==> src/rtl/trap_pkg.sv <==
// Shared definitions for the trap entry / return sequencer: FSM states,
// machine-mode CSR addresses and the CSR op code used for writes.
package trap_pkg;

    typedef enum logic [2:0] {
        S_IDLE    = 3'd0,
        S_W_EPC   = 3'd1,
        S_W_CAUSE = 3'd2,
        S_W_TVAL  = 3'd3,
        S_R_TVEC  = 3'd4,
        S_R_EPC   = 3'd5,
        S_REDIR   = 3'd6
    } state_e;

    localparam logic [11:0] CSR_MTVEC  = 12'h305;
    localparam logic [11:0] CSR_MEPC   = 12'h341;
    localparam logic [11:0] CSR_MCAUSE = 12'h342;
    localparam logic [11:0] CSR_MTVAL  = 12'h343;

    localparam logic [2:0] FUNCT3_CSRRW = 3'b001;

endpackage

==> src/rtl/trap_ctrl.sv <==
// Trap entry / mret sequencer: saves mepc/mcause/mtval, reads mtvec or mepc,
// then issues a single-cycle fetch redirect.
module trap_ctrl
    import trap_pkg::*;
#(
    parameter bit VECTORED_EN = 1'b1
) (
    input  logic        i_clk,
    input  logic        i_rst,
    input  logic        trap_valid,
    input  logic        trap_is_irq,
    input  logic [4:0]  trap_cause,
    input  logic [31:0] trap_pc,
    input  logic [31:0] trap_tval,
    input  logic        mret_valid,
    output logic        trap_ready,
    output logic        stall,
    output logic [11:0] csr_addr,
    output logic        csr_we,
    output logic        csr_re,
    output logic [2:0]  funct3,
    output logic [31:0] o_data,
    input  logic [31:0] i_data,
    output logic        pc_redirect,
    output logic [31:0] pc_target,
    output logic [2:0]  dbg_state
);

    state_e      state_q, state_d;
    logic        up_q, up_d;
    logic        irq_q, irq_d;
    logic [4:0]  cause_q, cause_d;
    logic [31:0] pc_q, pc_d;
    logic [31:0] tval_q, tval_d;
    logic [31:0] tgt_q, tgt_d;
    logic [31:0] base;

    // Handshake: a request is taken on the rising edge where trap_ready and
    // trap_valid (or mret_valid) are both high; the pipeline holds requests
    // while trap_ready is low, so nothing is queued here.
    always_ff @(posedge i_clk or negedge i_rst) begin
        if (!i_rst) begin
            state_q <= S_IDLE;
            up_q    <= 1'b0;
            irq_q   <= 1'b0;
            cause_q <= '0;
            pc_q    <= '0;
            tval_q  <= '0;
            tgt_q   <= '0;
        end else begin
            state_q <= state_d;
            up_q    <= up_d;
            irq_q   <= irq_d;
            cause_q <= cause_d;
            pc_q    <= pc_d;
            tval_q  <= tval_d;
            tgt_q   <= tgt_d;
        end
    end

    always_comb begin
        state_d     = state_q;
        up_d        = 1'b1;
        irq_d       = irq_q;
        cause_d     = cause_q;
        pc_d        = pc_q;
        tval_d      = tval_q;
        tgt_d       = tgt_q;
        csr_addr    = '0;
        csr_we      = 1'b0;
        csr_re      = 1'b0;
        funct3      = '0;
        o_data      = '0;
        pc_redirect = 1'b0;
        base        = {i_data[31:2], 2'b00};
        // up_q keeps trap_ready low until the first edge after reset release.
        trap_ready  = (state_q == S_IDLE) && up_q;
        stall       = (state_q != S_IDLE);

        case (state_q)
            S_IDLE: begin
                if (up_q && trap_valid) begin
                    irq_d   = trap_is_irq;
                    cause_d = trap_cause;
                    pc_d    = {trap_pc[31:2], 2'b00};
                    tval_d  = trap_tval;
                    state_d = S_W_EPC;
                end else if (up_q && mret_valid) begin
                    state_d = S_R_EPC;
                end
            end
            S_W_EPC: begin
                csr_we   = 1'b1;
                funct3   = FUNCT3_CSRRW;
                csr_addr = CSR_MEPC;
                o_data   = pc_q;
                state_d  = S_W_CAUSE;
            end
            S_W_CAUSE: begin
                csr_we   = 1'b1;
                funct3   = FUNCT3_CSRRW;
                csr_addr = CSR_MCAUSE;
                o_data   = {irq_q, 26'b0, cause_q};
                state_d  = S_W_TVAL;
            end
            S_W_TVAL: begin
                csr_we   = 1'b1;
                funct3   = FUNCT3_CSRRW;
                csr_addr = CSR_MTVAL;
                o_data   = tval_q;
                state_d  = S_R_TVEC;
            end
            S_R_TVEC: begin
                csr_re   = 1'b1;
                csr_addr = CSR_MTVEC;
                // Vectored mode only applies to interrupts; exceptions use the base.
                if (VECTORED_EN && (i_data[1:0] == 2'b01) && irq_q)
                    tgt_d = base + {25'b0, cause_q, 2'b00};
                else
                    tgt_d = base;
                state_d  = S_REDIR;
            end
            S_R_EPC: begin
                csr_re   = 1'b1;
                csr_addr = CSR_MEPC;
                tgt_d    = base;
                state_d  = S_REDIR;
            end
            S_REDIR: begin
                pc_redirect = 1'b1;
                state_d     = S_IDLE;
            end
            default: state_d = S_IDLE;
        endcase
    end

    assign pc_target = tgt_q;
    assign dbg_state = state_q;

endmodule

==> config.mk <==
export PLATFORM = sky130hd
export DESIGN_NAME = trap_ctrl
export DESIGN_NICKNAME = d
export VERILOG_FILES = /design/src/rtl/trap_pkg.sv /design/src/rtl/trap_ctrl.sv
export SDC_FILE = /design/constraint.sdc
export NUM_CORES = 1
export LEC_CHECK = 0
export CORE_MARGIN = 5
export CORE_UTILIZATION = 45
export DETAILED_ROUTE_END_ITERATION = 8
export PLACE_DENSITY = 0.92
export SLEW_MARGIN = 5
export SYNTH_ARGS = -nofsm -noshare
export SYNTH_HDL_FRONTEND = slang
export SYNTH_SLANG_ARGS = --single-unit
==> constraint.sdc <==
create_clock -name i_clk -period 7.2 [get_ports i_clk]
set_input_delay 1.8 -clock i_clk [delete_from_list [all_inputs] [get_ports i_clk]]
set_output_delay 1.8 -clock i_clk [all_outputs]
set_load 0.02 [all_outputs]
; ---- Word level (Yosys, flattened, before mapping)
; Cells that the tools add are included.
[word_totals]
register_bits = 104
inputBits = 106
out_inout_bits = 87
elab_cells = 38
[classes]
n_addsub = 1
n_eq_ne = 8
muxes = 11
n_reduce_logical = 11
[ops]
columns = operator, count
row1 = $pmux 32 s3, 1
row2 = $pmux 32 s2, 1
row3 = $pmux 10 s4, 1
row4 = $add 32x7->32, 1
row5 = $mux 32, 1
row6 = $pmux 3 s5, 1
row7 = $eq 3x3->1 const B, 3
row8 = $eq 3x2->1 const B, 2
row9 = $mux 3, 2
row10 = $logic_and 1x1->1, 4
row11 = $mux 1, 4
row12 = $reduce_or 2->1, 2
row13 = $eq 3x1->1 const B, 1
row14 = $logic_not 3->1, 1
row15 = $ne 3x1->1 const B, 1
row16 = $reduce_bool 3->1, 1
row17 = $reduce_or 3->1, 1
row18 = $eq 2x1->1 const B, 1
row19 = $reduce_and 2->1, 1
row20 = $reduce_bool 2->1, 1

; ---- Logic depth before layout (Yosys ltp)
; Gate-level depths: netlist of run 1.
[depth]
ltp_word = 4
ltp_mapped = 10
depth_no_buf = 7

; ---- Worst setup path after synthesis of run 1
; No wires, ideal clock.
[synth_path]
path_kind = input-to-reg
start = input i_data[2]
end = register tgt_q[18], in the netlist pc_target[18]
setup_ps = 131
arrival_ps = 3634
required_ps = 7069
slack_ps = 3435
path_stages = 8
path_buffers = 1
cell_sequence = ha_1 fa_1 a211oi_1 o21ba_2 clkbuf_1 nor4_1 xnor2_1 o21ai_1
[synth_via]
elab_chain_len = 3
[synth_rtl]
columns = element, line
row1 = "start, declared", trap_ctrl.sv:23  ; input logic [31:0] i_data,
row2 = $add 32x7->32, trap_ctrl.sv:118  ; tgt_d = base + {25'b0, cause_q, 2'b00};
row3 = $mux 32, trap_ctrl.sv:117  ; if (VECTORED_EN && (i_data[1:0] == 2'b01) && irq_q)
row4 = $pmux 32 s2, trap_ctrl.sv:80  ; case (state_q)
row5 = "end signal, assigned", trap_ctrl.sv:57  ; tgt_q <= tgt_d;
row6 = "end, declared", trap_ctrl.sv:35  ; logic [31:0] tgt_q, tgt_d;
; No other way between the ends.
; A chain may end at the register's enable or synchronous reset.

; ---- Worst setup path after layout of run 1
[layout_path]
start = register state_q[0], in the netlist dbg_state[0]
end = output o_data[12]
[layout_via]
elab_chain_len = 2
[layout_rtl]
columns = element, line
row1 = "start, declared", trap_ctrl.sv:29  ; state_e state_q, state_d;
row2 = "start signal, assigned", trap_ctrl.sv:51  ; state_q <= state_d;
row3 = $eq 3x2->1 or $eq 3x1->1 (tied branches), trap_ctrl.sv:80
row4 = $pmux 32 s3 (*), trap_ctrl.sv:80
row5 = "end, declared", trap_ctrl.sv:22  ; output logic [31:0] o_data,
; Mark *: on every way between the ends. The rest lies on a longest branch, timed or not.

==> results of run 1 <==
==> flip-flops by register name, summed over array words and instances (netlist names) <==
register and count:
cause_q 5, dbg_state 3, irq_q 1, pc_q 30
pc_target 30, tval_q 32, up_q 1
==> Yosys cell counts, drive strengths merged, types with 6 or more instances <==
master / count / share of area [%]
mux2: 72 / 15
o21ai: 31 / 2.9
nor2: 18 / 1.3
nand4: 6 / 0.83
a21oi: 6 / 0.57
a22o: 26 / 4.3
nand3: 8 / 0.76
nand2: 41 / 3.1
buf: 27 / 3.2
xnor2: 22 / 3.7
mux2i: 6 / 1.1
dfrtp: 102 / 48
clkbuf: 15 / 1.1
a2111oi: 6 / 2.3
a211oi: 6 / 1.3
==> worst paths after layout <==
| check | from | slack [ns] | endpoint |
|---|---|---|---|
| min reg2reg | pc_target[8] | 0.48 | pc_target[8] |
| max reg2reg | dbg_state[1] | 3.93 | pc_target[31] |
| max | dbg_state[0] | 2.73 | o_data[12] |
| max in group asynchronous | i_rst | 4.58 | tval_q[5] |
| min in group asynchronous | i_rst | 1.39 | pc_target[11] |
| min | pc_target[8] | 0.48 | pc_target[8] |
==> critical path: stages, from the launching register on <==
cell             delay (ns)
dfrtp_1                0.80
nand2b_1               0.23
nor2_1                 0.15
buf_4                  0.32
a22o_1                 0.18
clkdlybuf4s50_1        0.65
==> report_power, final <==
part	internal, W	switching (W)
Combinational	0.000711	0.000711
Clock	0.000243	0.000227
Sequential	0.000857	0.000201
==> stage by stage <==
step / hold WS (ns) / utilization, % / std cells / worst slack (ns)
floorplan: 0.474 / - / 461 / 3.44
global route: 0.502 / 64.4 / 763 / 2.52
finish: 0.478 / 64.4 / 763 / 2.73
CTS: 0.485 / 64.4 / 763 / 2.67
global placement: 0.462 / 61.9 / 747 / 2.71
detailed placement: 0.470 / 61.9 / 747 / 2.69
==> metal layers <==
layer / wire length [um] / up-vias / GRT usage (%)
met4: 254 / 0 / 6.38
li1: - / 1939 / -
met1: 5430 / 2013 / 22.8
met2: 6860 / 164 / 33.7
met3: 1440 / 20 / 8.07
met5: 0 / - / 0
==> final cells by class <==
cell class	instances	share of cell area (%)
Clock buffer	9	3.05
Clock inverter	7	0.881
Inverter	5	0.288
Multi-Input combinational cell	312	33.9
Sequential cell	102	34.6
Tap cell	143	2.42
Timing Repair Buffer	185	24.9
==> kinds of logic (layout without fill, tap and decap cells) <==
group | Yosys count | in the layout | synth area share [%]
flip-flops | 102 | 102 | 48.4
AND/OR/NAND/NOR | 97 | 97 | 9.95
AO/OA/AOI/OAI | 94 | 94 | 14.3
multiplexers | 78 | 78 | 16.5
buffers and inverters | 47 | 206 | 4.70
XOR/XNOR | 26 | 26 | 4.32
adder cells (fa/ha/maj) | 6 | 6 | 1.57
other | 2 | 11 | 0.143
==> impl_results.md, run 1 <==
- Share of cells above drive strength 1: roughly a fifth
- Num CTS Buffers: 9
- Area Growth Syn to Fin: 40.2%
- Worst Setup End Kind: output port
- Cell variety after synth: 56
- #FFs+latches synth: roughly 100
- Fillcell total: a little under 900
- CP max FO: 26
- Worst Tran Pin Value: 1.09 ns
- Count of flip-flops with a built-in enable after synthesis: 0
- Final ANT Viol Nets: 0
- Total gr overflow: 0
- Critical Path Source Type: flop
- Die width: between 100 and 150 um
- PwrDens: 400 nW/um2
- DP HPWL: approximately 11 mm
- Ant. Diodes: 0
- Multi-input logic area: 2500 um2
- Final Wtd Congestion: approximately 0.85
- Setup_tns: 0 ns
- Synthesized cell area: roughly 5300 um2
- Post-route minimum period: 4.47 ns
- H-Tree Depth: 3
- Final wirelength: between 10 and 15 mm
- IO Count: around 190
- Post-Syn Area per Cell: 11.7 um2
- Detailed Routing Iterations Pass 1: 4
- Seq/Total Area, Yosys: between 40% and 50%
- CTS Buffer Depth: 2
- Largest net degree at the start of global routing: 73
- DRC Markers: 0
- Worst Hold Depth: 2
- Final setup fails: 0
- Req. time, crit path: about 5.4 ns
- Vias in the first global route: about 4400
- Die ar.: approximately 14000 um2
- CTS root buffer: clkbuf_16
- Total core area: about 11000 um2
- Worst skew pair latency: about 0.34 ns
- Worst-path clk slew: ~0.070 ns
- Synth Instances: 452
- Hold Buf Count CTS: 0
- Initial antenna violation count: 0
- Commonest non-fill, non-tap cells in the layout: clkdlybuf4s50_1, dfrtp_1, mux2_2
- Total power: 0.00295 W
- Leakage power figure: 2.99 nW
- Clock skew: between 0.009 and 0.01 ns
- Nets: 727
- First-pass GRT wire length: 22.7 mm
- R2r worst-path depth: 7
- Total GRT Usage: between 10% and 20%
- Area post-placement: roughly 7100 um2
- IO Port Bufs: 180
- Iteration-0 DRC Markers: 209
- Arrival time worst endpoint: ~2.7 ns
- Initial core utilization: 45.9%
- Max-slew violation count: 0
- Final hold violations: 0
- Max-Cap Viols: 0
- Maximum VDD drop: between 0.0002 and 0.00025 V
- CTS tree: done
- Setup Buffers After CTS: 0
- Status: finished clean
- Most common cell after layout, fill and taps aside: clkdlybuf4s50_1
- Worst min-delay path category: reg2reg
- Clk sink count: ~100
- Max_slew headroom: a little over a quarter
- Storage cell area: about 2600 um2
- Period utilization: between 60% and 70%
- DR vias: between 4000 and 5000
- DR vias/cell: roughly 5.4
- Design area: roughly 7400 um2
- Max Clk Rate: roughly 0.22 GHz
- Asr flop ratio synth: 100%
- Unrepaired setup endpoints after global routing: no
- # rows: 39
- Resized Gates After CTS: 0
- Height of the die: 118 um
- Crit path kind: reg2out
- Synth warn: 0
- DR WL/cell: ~18 um
- Commonest register cell after synthesis: dfrtp_1
No activity file was read; power rests on OpenSTA's default activity.
==> inputs of run 2 (changes only) <==
Clock period 7.2 ns to 4.3 ns, I/O delays scaled along.
==> run 2 against run 1 <==
Cell area up 0.24%. Sequential cell count unchanged. Power up 68%. Utilization up 0.15 points. Non-clock buffer count up 2. Final cell count up 0.26%. First-iteration DRC count down 6.7%. Count of clock-buffer cells in the layout unchanged. Hold slack better by 0.0065 ns. Global-route usage down 0.073 points. Clock power up 69%. Setup slack worse by 2.2 ns. Largest power group unchanged. Highest routed layer is now met5.
==> impl_results.md, run 2 (synthesized netlist as in run 1, its figures left out) <==
- Worst Tran Pin Value: 1.10 ns (+0.00505 ns)
- Max Clk Rate: 0.263 GHz
- Post-route minimum period: ~3.8 ns
- Crit path kind: reg2out
- Initial antenna violation count: 1 (+1)
- DRC Markers: 0 (unchanged)
- Max-Cap Viols: 0 (unchanged)
- CP max FO: 26 (unchanged)
- PwrDens: 669 nW/um2 (+68%)
- Area Growth Syn to Fin: 40.5%
- Initial core utilization: 45.9% (unchanged)
- Ant. Diodes: 0 (unchanged)
- Most common cell after layout, fill and taps aside: clkdlybuf4s50_1
- DR WL/cell: 18.2 um (-0.40%)
- Worst min-delay path category: reg2reg
- Vias in the first global route: 4401 (+0.23%)
- Iteration-0 DRC Markers: 195 (-6.7%)
- Die width: 118 um (unchanged)
- Clk sink count: 102 (unchanged)
- Critical Path Source Type: flop
- IO Count: 193 (unchanged)
- Detailed Routing Iterations Pass 1: 5 (+1)
- Arrival time worst endpoint: 2.73 ns (+0.06 ns)
- Status: finished clean
- Fillcell total: 822 (-5.2%)
- Max reg flops: 32 (unchanged)
- # rows: 39 (unchanged)
- Final Wtd Congestion: 0.841 (-1.0%)
- Period utilization: 88.5%
- Biggest register: tval_q
- Worst-path clk slew: 0.07 ns (about the same)
- Hold Buf Count CTS: 0 (unchanged)
- Total GRT Usage: 19.8% (-0.073 points)
- CTS Buffer Depth: 2 (unchanged)
- Setup_tns: 0 ns (unchanged)
- Unrepaired setup endpoints after global routing: no
- Nets: 729 (+0.28%)
- Multi-input logic area: 2500 um2 (unchanged)
- First-pass GRT wire length: 22.4 mm (-1.4%)
- DP HPWL: 10.5 mm (-2.2%)
- Die ar.: 14000 um2 (unchanged)
- Total gr overflow: 0 (unchanged)
- Num CTS Buffers: 9 (unchanged)
- Final setup fails: 0 (unchanged)
- Resized Gates After CTS: 0 (unchanged)
- Largest net degree at the start of global routing: 66 (-9.6%)
- Req. time, crit path: 3.22 ns (-2.18 ns)
- Final wirelength: 14.0 mm (-0.14%)
- Share of cells above drive strength 1: 19.3% (+0.26 points)
- Max_slew headroom: 27.0% (-0.34 points)
- Final hold slack: 0.485 ns (+0.00652 ns)
- Commonest non-fill, non-tap cells in the layout: clkdlybuf4s50_1, dfrtp_1, mux2_2
- Maximum VDD drop: 0.000427 V (+93%)
- Setup Buffers After CTS: 0 (unchanged)
- Worst skew pair latency: 0.35 ns (about the same)
- CTS root buffer: clkbuf_16
- Max-slew violation count: 0 (unchanged)
- Leakage power figure: 3.00 nW (+0.25%)
- IO Port Bufs: 180 (unchanged)
- DR vias: 4145 (+0.22%)
- Clock skew: 0.00627 ns (-0.00288 ns)
- H-Tree Depth: 3 (unchanged)
- Worst Setup End Kind: output port
- Total core area: 11500 um2 (unchanged)
- Height of the die: 118 um (unchanged)
- Storage cell area: 2550 um2 (unchanged)
- CTS tree: done
- Final ANT Viol Nets: 0 (unchanged)
- Final hold violations: 0 (unchanged)
- DR vias/cell: 5.42 (about the same)
-- run 2: area by class of cell --
class / count / share of cell area [%]
Multi-Input combinational cell: 312 / 33.8
Sequential cell: 102 / 34.5
Inverter: 5 / 0.287
Timing Repair Buffer: 187 / 25.0
Clock inverter: 7 / 0.913
Tap cell: 143 / 2.42
Clock buffer: 9 / 3.04
-- run 2: power breakdown --
group	switching (W)	internal (W)	total [W]
Sequential	0.000338	0.00144	0.00177
Combinational	0.00119	0.00119	0.00239
Clock	0.000389	0.000407	0.000796
-- run 2: layer usage --
metal  share of wire, %  track usage (%)  wire [um]
met4                2.1             8.24        292
met1                 39             22.2       5410
met5              0.079                0         11
met3                 11             9.36       1490
met2                 48             32.3       6750
-- run 2: final timing paths --
path / start / depth (start not counted) / end / slack (ns)
setup / recovery: dbg_state[0] / 5 / o_data[12] / 0.49
hold / removal: pc_target[5] / 2 / pc_target[5] / 0.48
setup reg to reg: dbg_state[1] / 7 / pc_target[31] / 1.03
hold reg to reg: pc_target[5] / 2 / pc_target[5] / 0.48
max in group asynchronous: i_rst / 2 / pc_target[31] / 2.80
min in group asynchronous: i_rst / 1 / pc_q[26] / 0.65
-- run 2: critical path: stages (launching register included) --
cell             delay (ns)
dfrtp_1                0.82
nand2b_1               0.23
nor2_1                 0.15
buf_4                  0.31
a22o_1                 0.21
clkdlybuf4s50_1        0.66
-- run 2: metrics by stage --
stage               worst slack, ns  cells  util [%]  cell area [um2]  power, W
floorplan                      1.26    461         -             5300   0.00316
global placement              0.658    749      62.0             7110   0.00407
detailed placement            0.653    749      62.0             7110   0.00419
CTS                           0.461    765      64.5             7400   0.00500
global route                  0.298    765      64.5             7400   0.00526
finish                        0.494    765      64.5             7400   0.00495
